**src/rtl/eth_sw_pkg.sv**
```systemverilog
// Shared constants and types for the Ethernet switch packet checker.
package eth_sw_pkg;

   // Bit positions inside each lane's sticky error vector
   localparam int ERR_SOP_IN_PKT = 0;
   localparam int ERR_EOP_NO_SOP = 1;
   localparam int ERR_RUNT       = 2;
   localparam int ERR_GIANT      = 3;
   localparam int ERR_W          = 4;

   // Default legal length window in words (64 B .. 1536 B at 32 bit)
   localparam int DEF_MIN_LEN = 16;
   localparam int DEF_MAX_LEN = 384;

   // Per-lane framing state
   typedef enum logic {
      LANE_IDLE   = 1'b0,
      LANE_IN_PKT = 1'b1
   } lane_state_e;

endpackage

```
**src/rtl/eth_sw_pkt_lane.sv**
```systemverilog
// Single-port framing checker: rebuilds packet boundaries from SOP/EOP,
// accumulates length and XOR signature, counts good packets and latches
// sticky protocol errors.
module eth_sw_pkt_lane
   import eth_sw_pkg::*;
#(
   parameter int DATA_W  = 32,
   parameter int MIN_LEN = DEF_MIN_LEN,
   parameter int MAX_LEN = DEF_MAX_LEN,
   parameter int CNT_W   = 32,
   parameter int LEN_W   = $clog2(MAX_LEN + 2)
) (
   input  logic              clk,
   input  logic              resetN,
   input  logic [DATA_W-1:0] data,
   input  logic              sop,
   input  logic              eop,
   input  logic              stall,
   input  logic              clr,
   output logic              done,
   output logic [LEN_W-1:0]  len,
   output logic [DATA_W-1:0] sig,
   output logic              bad,
   output logic [CNT_W-1:0]  good_cnt,
   output logic [ERR_W-1:0]  err
);

   localparam logic [LEN_W-1:0] LEN_ONE = LEN_W'(1);
   localparam logic [LEN_W-1:0] LEN_MIN = LEN_W'(MIN_LEN);
   localparam logic [LEN_W-1:0] LEN_MAX = LEN_W'(MAX_LEN);
   localparam logic [LEN_W-1:0] LEN_SAT = LEN_W'(MAX_LEN + 1);

   lane_state_e       state_q, state_d;
   logic [LEN_W-1:0]  acc_len_q, acc_len_d;
   logic [DATA_W-1:0] acc_sig_q, acc_sig_d;
   logic              done_q, done_d;
   logic [LEN_W-1:0]  plen_q, plen_d;
   logic [DATA_W-1:0] psig_q, psig_d;
   logic              bad_q, bad_d;
   logic [CNT_W-1:0]  cnt_q, cnt_d;
   logic [ERR_W-1:0]  err_q, err_d;
   logic              close;

   // Next-state: framing FSM, accumulators, close reporting, stats update
   always_comb begin
      state_d   = state_q;
      acc_len_d = acc_len_q;
      acc_sig_d = acc_sig_q;
      done_d    = 1'b0;
      plen_d    = plen_q;
      psig_d    = psig_q;
      bad_d     = 1'b0;
      cnt_d     = cnt_q;
      err_d     = err_q;
      close     = 1'b0;

      if (!stall) begin
         if (sop) begin
            // A SOP always (re)starts accumulation; inside a packet the
            // old one is abandoned without a close.
            if (state_q == LANE_IN_PKT) begin
               err_d[ERR_SOP_IN_PKT] = 1'b1;
            end
            acc_len_d = LEN_ONE;
            acc_sig_d = data;
            if (eop) begin
               close   = 1'b1;
               state_d = LANE_IDLE;
            end else begin
               state_d = LANE_IN_PKT;
            end
         end else if (state_q == LANE_IN_PKT) begin
            if (acc_len_q != LEN_SAT) begin
               acc_len_d = acc_len_q + LEN_ONE;
            end
            acc_sig_d = acc_sig_q ^ data;
            if (eop) begin
               close   = 1'b1;
               state_d = LANE_IDLE;
            end
         end else if (eop) begin
            err_d[ERR_EOP_NO_SOP] = 1'b1;
         end
      end

      if (close) begin
         done_d = 1'b1;
         plen_d = acc_len_d;
         psig_d = acc_sig_d;
         if (acc_len_d < LEN_MIN) begin
            bad_d           = 1'b1;
            err_d[ERR_RUNT] = 1'b1;
         end else if (acc_len_d > LEN_MAX) begin
            bad_d            = 1'b1;
            err_d[ERR_GIANT] = 1'b1;
         end else begin
            cnt_d = cnt_q + CNT_W'(1);
         end
      end

      if (clr) begin
         cnt_d = '0;
         err_d = '0;
      end
   end

   // State and registered outputs
   always_ff @(posedge clk or negedge resetN) begin
      if (!resetN) begin
         state_q   <= LANE_IDLE;
         acc_len_q <= '0;
         acc_sig_q <= '0;
         done_q    <= 1'b0;
         plen_q    <= '0;
         psig_q    <= '0;
         bad_q     <= 1'b0;
         cnt_q     <= '0;
         err_q     <= '0;
      end else begin
         state_q   <= state_d;
         acc_len_q <= acc_len_d;
         acc_sig_q <= acc_sig_d;
         done_q    <= done_d;
         plen_q    <= plen_d;
         psig_q    <= psig_d;
         bad_q     <= bad_d;
         cnt_q     <= cnt_d;
         err_q     <= err_d;
      end
   end

   assign done     = done_q;
   assign len      = plen_q;
   assign sig      = psig_q;
   assign bad      = bad_q;
   assign good_cnt = cnt_q;
   assign err      = err_q;

endmodule

```
**config.mk**
```make
export PLATFORM = sky130hd
export DESIGN_NAME = eth_sw_pkt_lane
export DESIGN_NICKNAME = d
export VERILOG_FILES = /design/src/rtl/eth_sw_pkg.sv /design/src/rtl/eth_sw_pkt_lane.sv
export SDC_FILE = /design/constraint.sdc
export NUM_CORES = 1
export LEC_CHECK = 0
export ABC_AREA = 1
export BUFFER_PORTS_ARGS = -buffer_cell sky130_fd_sc_hd__buf_2
export CAP_MARGIN = 30
export CORE_MARGIN = 2
export CORE_UTILIZATION = 35
export DETAILED_ROUTE_END_ITERATION = 8
export PLACE_DENSITY = 0.62
export SETUP_SLACK_MARGIN = 0.1
export SLEW_MARGIN = 20
export SYNTH_ARGS = -nofsm -noshare
export SYNTH_HDL_FRONTEND = slang
export SYNTH_SLANG_ARGS = --single-unit
```
**constraint.sdc**
```tcl
create_clock -name clk -period 1.8 [get_ports clk]
set_input_delay 0.18 -clock clk [delete_from_list [all_inputs] [get_ports clk]]
set_output_delay 0.18 -clock clk [all_outputs]
set_load 0.03 [all_outputs]
```
==> metrics.md <==
| Metric | Value |
|---|---|
| Final min period | `2275 ps` |
| Final nets | `1013` |
| Violated checks | `negative setup slack` |
| Avg WL per Cell | `between 10 and 15 um` |
| ANT cells | `0` |
| RSZ-0062 raised after global routing | `yes` |
| Area leader, netlist | `dfrtp_1` |
| Worst vdd ir | `794.6 uV` |
| Synth top area cells | `dfrtp_1 49%, nand2_1 17%, xor2_1 7.0%, nand4_1 4.5%, inv_1 4.1%` |
| PD cells | `1007 nW/um^2` |
| Clock Path Buffers | `2` |
| Clock transition at path regs | `70 ps` |
| DP HPWL | `11.52 mm` |
| Rows | `48` |
| Vias/cell | `4.767` |
| Die H | `around 140 um` |
| Most common cell in the synthesized netlist | `nand2_1` |
| Largest family of logic cells by synthesized area | `simple AND/OR/NAND/NOR gates` |
| Fin Setup TNS | `-15540 ps` |
| CTS tree | `built` |
| Crit path max fanout | `8` |
| First DRT Iteration DRCs | `481` |
| Leak | `4.670 nW` |
| Worst Path Class, Setup | `reg -> reg` |
| GRT Residual Overflow | `0` |
| Worst slew margin | `0.7114` |
| Clk root buf | `clkbuf_16` |
| Mux cell area share after synthesis | `0` |
| Final RePlAce weighted congestion | `0.9043` |
| Synth Area in Simple Gates | `0.3323` |
| First-pass GRT wire length | `between 20 and 30 mm` |
| Initial antenna violation count | `0` |
| Worst Skew | `between 8 and 9 ps` |
| Worst Hold Launch | `data[6]` |
| Met3 WL | `926 um` |
| Hold Crit Class | `in -> reg` |
| Layout cells sized above 1 | `0.3421` |
| Count of clock tree sinks | `121` |
| Cell variety after synth | `29` |
| Tightest Pin Transition | `433.0 ps` |
| Share of the synthesized area in the top cell type | `0.4857` |
| Min setup slack post-route | `-474.6 ps` |
| Synth cell count leaders | `278 x nand2_1, 121 x dfrtp_1, 68 x inv_1, 50 x xor2_1, 45 x nand4_1` |
| Synth Cell Area | `6235 um^2` |
| Final Hold Viols | `0` |
| Compound-Gate Fraction of Synth Area | `0.01545` |
| Min-Delay Path Depth | `3` |
| Avg Cell Area, Syn | `8.214 um^2` |
| Vias in the first global route | `5640` |
| Largest net degree at the start of global routing | `45` |
| Critical path arrival | `2580 ps` |
| Die area | `between 15000 and 20000 um^2` |
| Outcome | `complete, but fails checks` |
| Asr flop ratio synth | `1.000` |
| DR top layer | `met4` |
| Syn Nets | `800` |
| Required @ worst endpoint | `2110 ps` |
| Cts bufs inserted | `17` |
| Syn Inst Count | `759` |
| Worst r2r src | `acc_len_q[1]` |
| Util after Layout | `0.5081` |
| Period utilization | `1.264` |
| Final setup viols | `39` |
| CTS H-tree lvls | `4` |
| ANT nets after route | `0` |
| Reg2reg setup slack | `-470 ps` |
| Die width | `approximately 140 um` |
| R2R cell count | `16` |
| Critical path endpoint category | `flip-flop` |
| Worst reg2reg path endpoint | `good_cnt[29]` |
| Met2 routed WL | `8.285 mm` |
| Startpoint types | `flip-flop` |
| FF+latch count, synth | `between 100 and 150` |
| Synth Area in Adders | `0.006020` |
| Fillers | `about 1600` |
| P&R area growth vs syn | `41.44%` |
| DR pass1 iterations | `5` |
| Max Slew Vio Count | `0` |
| Core area | `17360 um^2` |
| GR Util All Layers | `0.1936` |
| Seq/Total Area, Yosys | `0.4857` |
| Routed wire length | `17.47 mm` |
| Clock insertion delay at the later pin of the skew report | `~420 ps` |
| DR vias | `5768` |
| Fmax | `439.6 MHz` |
| Post-synth EDFFs | `0` |
| Number of buffers added on ports | `116` |
| Max-Cap Viols | `0` |
| Starting Density | `0.3592` |
| Endpoint, Worst Hold | `acc_sig_q[6]` |
| # DRC | `0` |
| Wire length on met1 | `7.878 mm` |
| XOR/XNOR Fraction of Synth Area | `0.08710` |
| YS warnings | `0` |
| Top-level port count | `117` |
| Main synth FF type | `dfrtp_1` |
[per-layer routing]
metal | vias to the layer above | track usage
met1 | 2715 | 0.2614
li1 | 2837 | -
met2 | 189 | 0.3093
met5 | - | 0
met4 | 0 | 0.06758
met3 | 27 | 0.03974
[critical path, stage by stage, from the launching register on]
cell and delay [ps]:
dfrtp_1 420, inv_2 100, ha_4 150, nand2_4 50, nor2_4 140, nand2_4 100
buf_6 140, nand4_1 140, nand3_4 100, nand2_4 110, nor2_4 50, nor2_4 140
buf_12 140, nand2_8 80, clkbuf_16 180, nand3_2 50, nand2_1 50
[per-stage QoR]
| stage | total power, mW | std cells | hold WS (ps) | instance area, um^2 | setup slack, ps |
|---|---|---|---|---|---|
| 6_report | 8.884 | 1210 | 23.91 | 8818 | -474.6 |
| 5_1_grt | 9.286 | 1210 | 31.69 | 8818 | -607.1 |
| 4_1_cts | 8.932 | 1208 | 11.73 | 8667 | -418.8 |
| 3_5_place_dp | 5.224 | 1157 | 109.4 | 7699 | -428.1 |
| 3_3_place_gp | 5.198 | 1157 | 102.0 | 7699 | -410.3 |
| 2_1_floorplan | 4.579 | 759 | -115.6 | 6252 | -151.3 |
[kinds of logic (layout without fill, tap and decap cells)]
logic type,after synthesis,count (layout)
AO/OA/AOI/OAI,17,17
XOR/XNOR,62,62
adder cells (fa/ha/maj),3,3
buffers and inverters,106,331
flip-flops,121,121
AND/OR/NAND/NOR,450,451
[timing repair]
item / in CTS / in global routing
gates resized for setup: 33 / 29
pin swaps: 10 / 27
hold buffers: 2 / 0
cloned: 4 / 1
buffers inserted: 13 / 4
endpoints found under the setup margin: 36 / 46
hold endpoints to repair: 40 / 0
[registers in the layout (all words and copies together), names as in the netlist]
signal,count
acc_len_q,9
done,1
err,4
state_q,1
sig,32
good_cnt,32
acc_sig_q,32
bad,1
len,9
[worst max-delay path by stage]
stage / endpoint / startpoint / slack (ps)
CTS: good_cnt[23] / acc_len_q[1] / -420
finish: good_cnt[29] / acc_len_q[1] / -470
floorplan: good_cnt[24] / acc_len_q[1] / -150
global route: good_cnt[29] / acc_len_q[1] / -610
detailed placement: good_cnt[12] / acc_len_q[0] / -430
global placement: good_cnt[5] / acc_len_q[0] / -410
[power by group]
group	internal (mW)	switching, mW	total (mW)	leakage, nW
combinational	0.661	1.26	1.92	2.79
sequential	3.18	0.222	3.41	1.58
clock	2.14	1.42	3.56	0.303
[placed cells by master, fill, tap and decap left out, drive strengths merged, types with 3 or more instances in the layout]
cell type / Yosys / final
buf: 23 / 225
clkbuf: 12 / 19
nand4: 46 / 46
nor3: 15 / 15
nor2: 48 / 48
dfrtp: 121 / 121
xor2: 50 / 50
a21oi: 4 / 4
nand3: 52 / 52
o21ai: 10 / 10
ha: 3 / 3
nand2: 282 / 283
xnor2: 12 / 12
nor4: 4 / 4
inv: 71 / 81
[final cells by class]
cell class | count | area [um^2] | area share
clock buffers | 18 | 439.2 | 0.04980
multi-input cells | 533 | 2982 | 0.3381
clock inverters | 14 | 172.7 | 0.01958
repair buffers | 228 | 1645 | 0.1866
inverters | 71 | 266.5 | 0.03022
well taps | 225 | 281.5 | 0.03192
flip-flops and latches | 121 | 3032 | 0.3438
No activity file was read; power rests on OpenSTA's default activity.
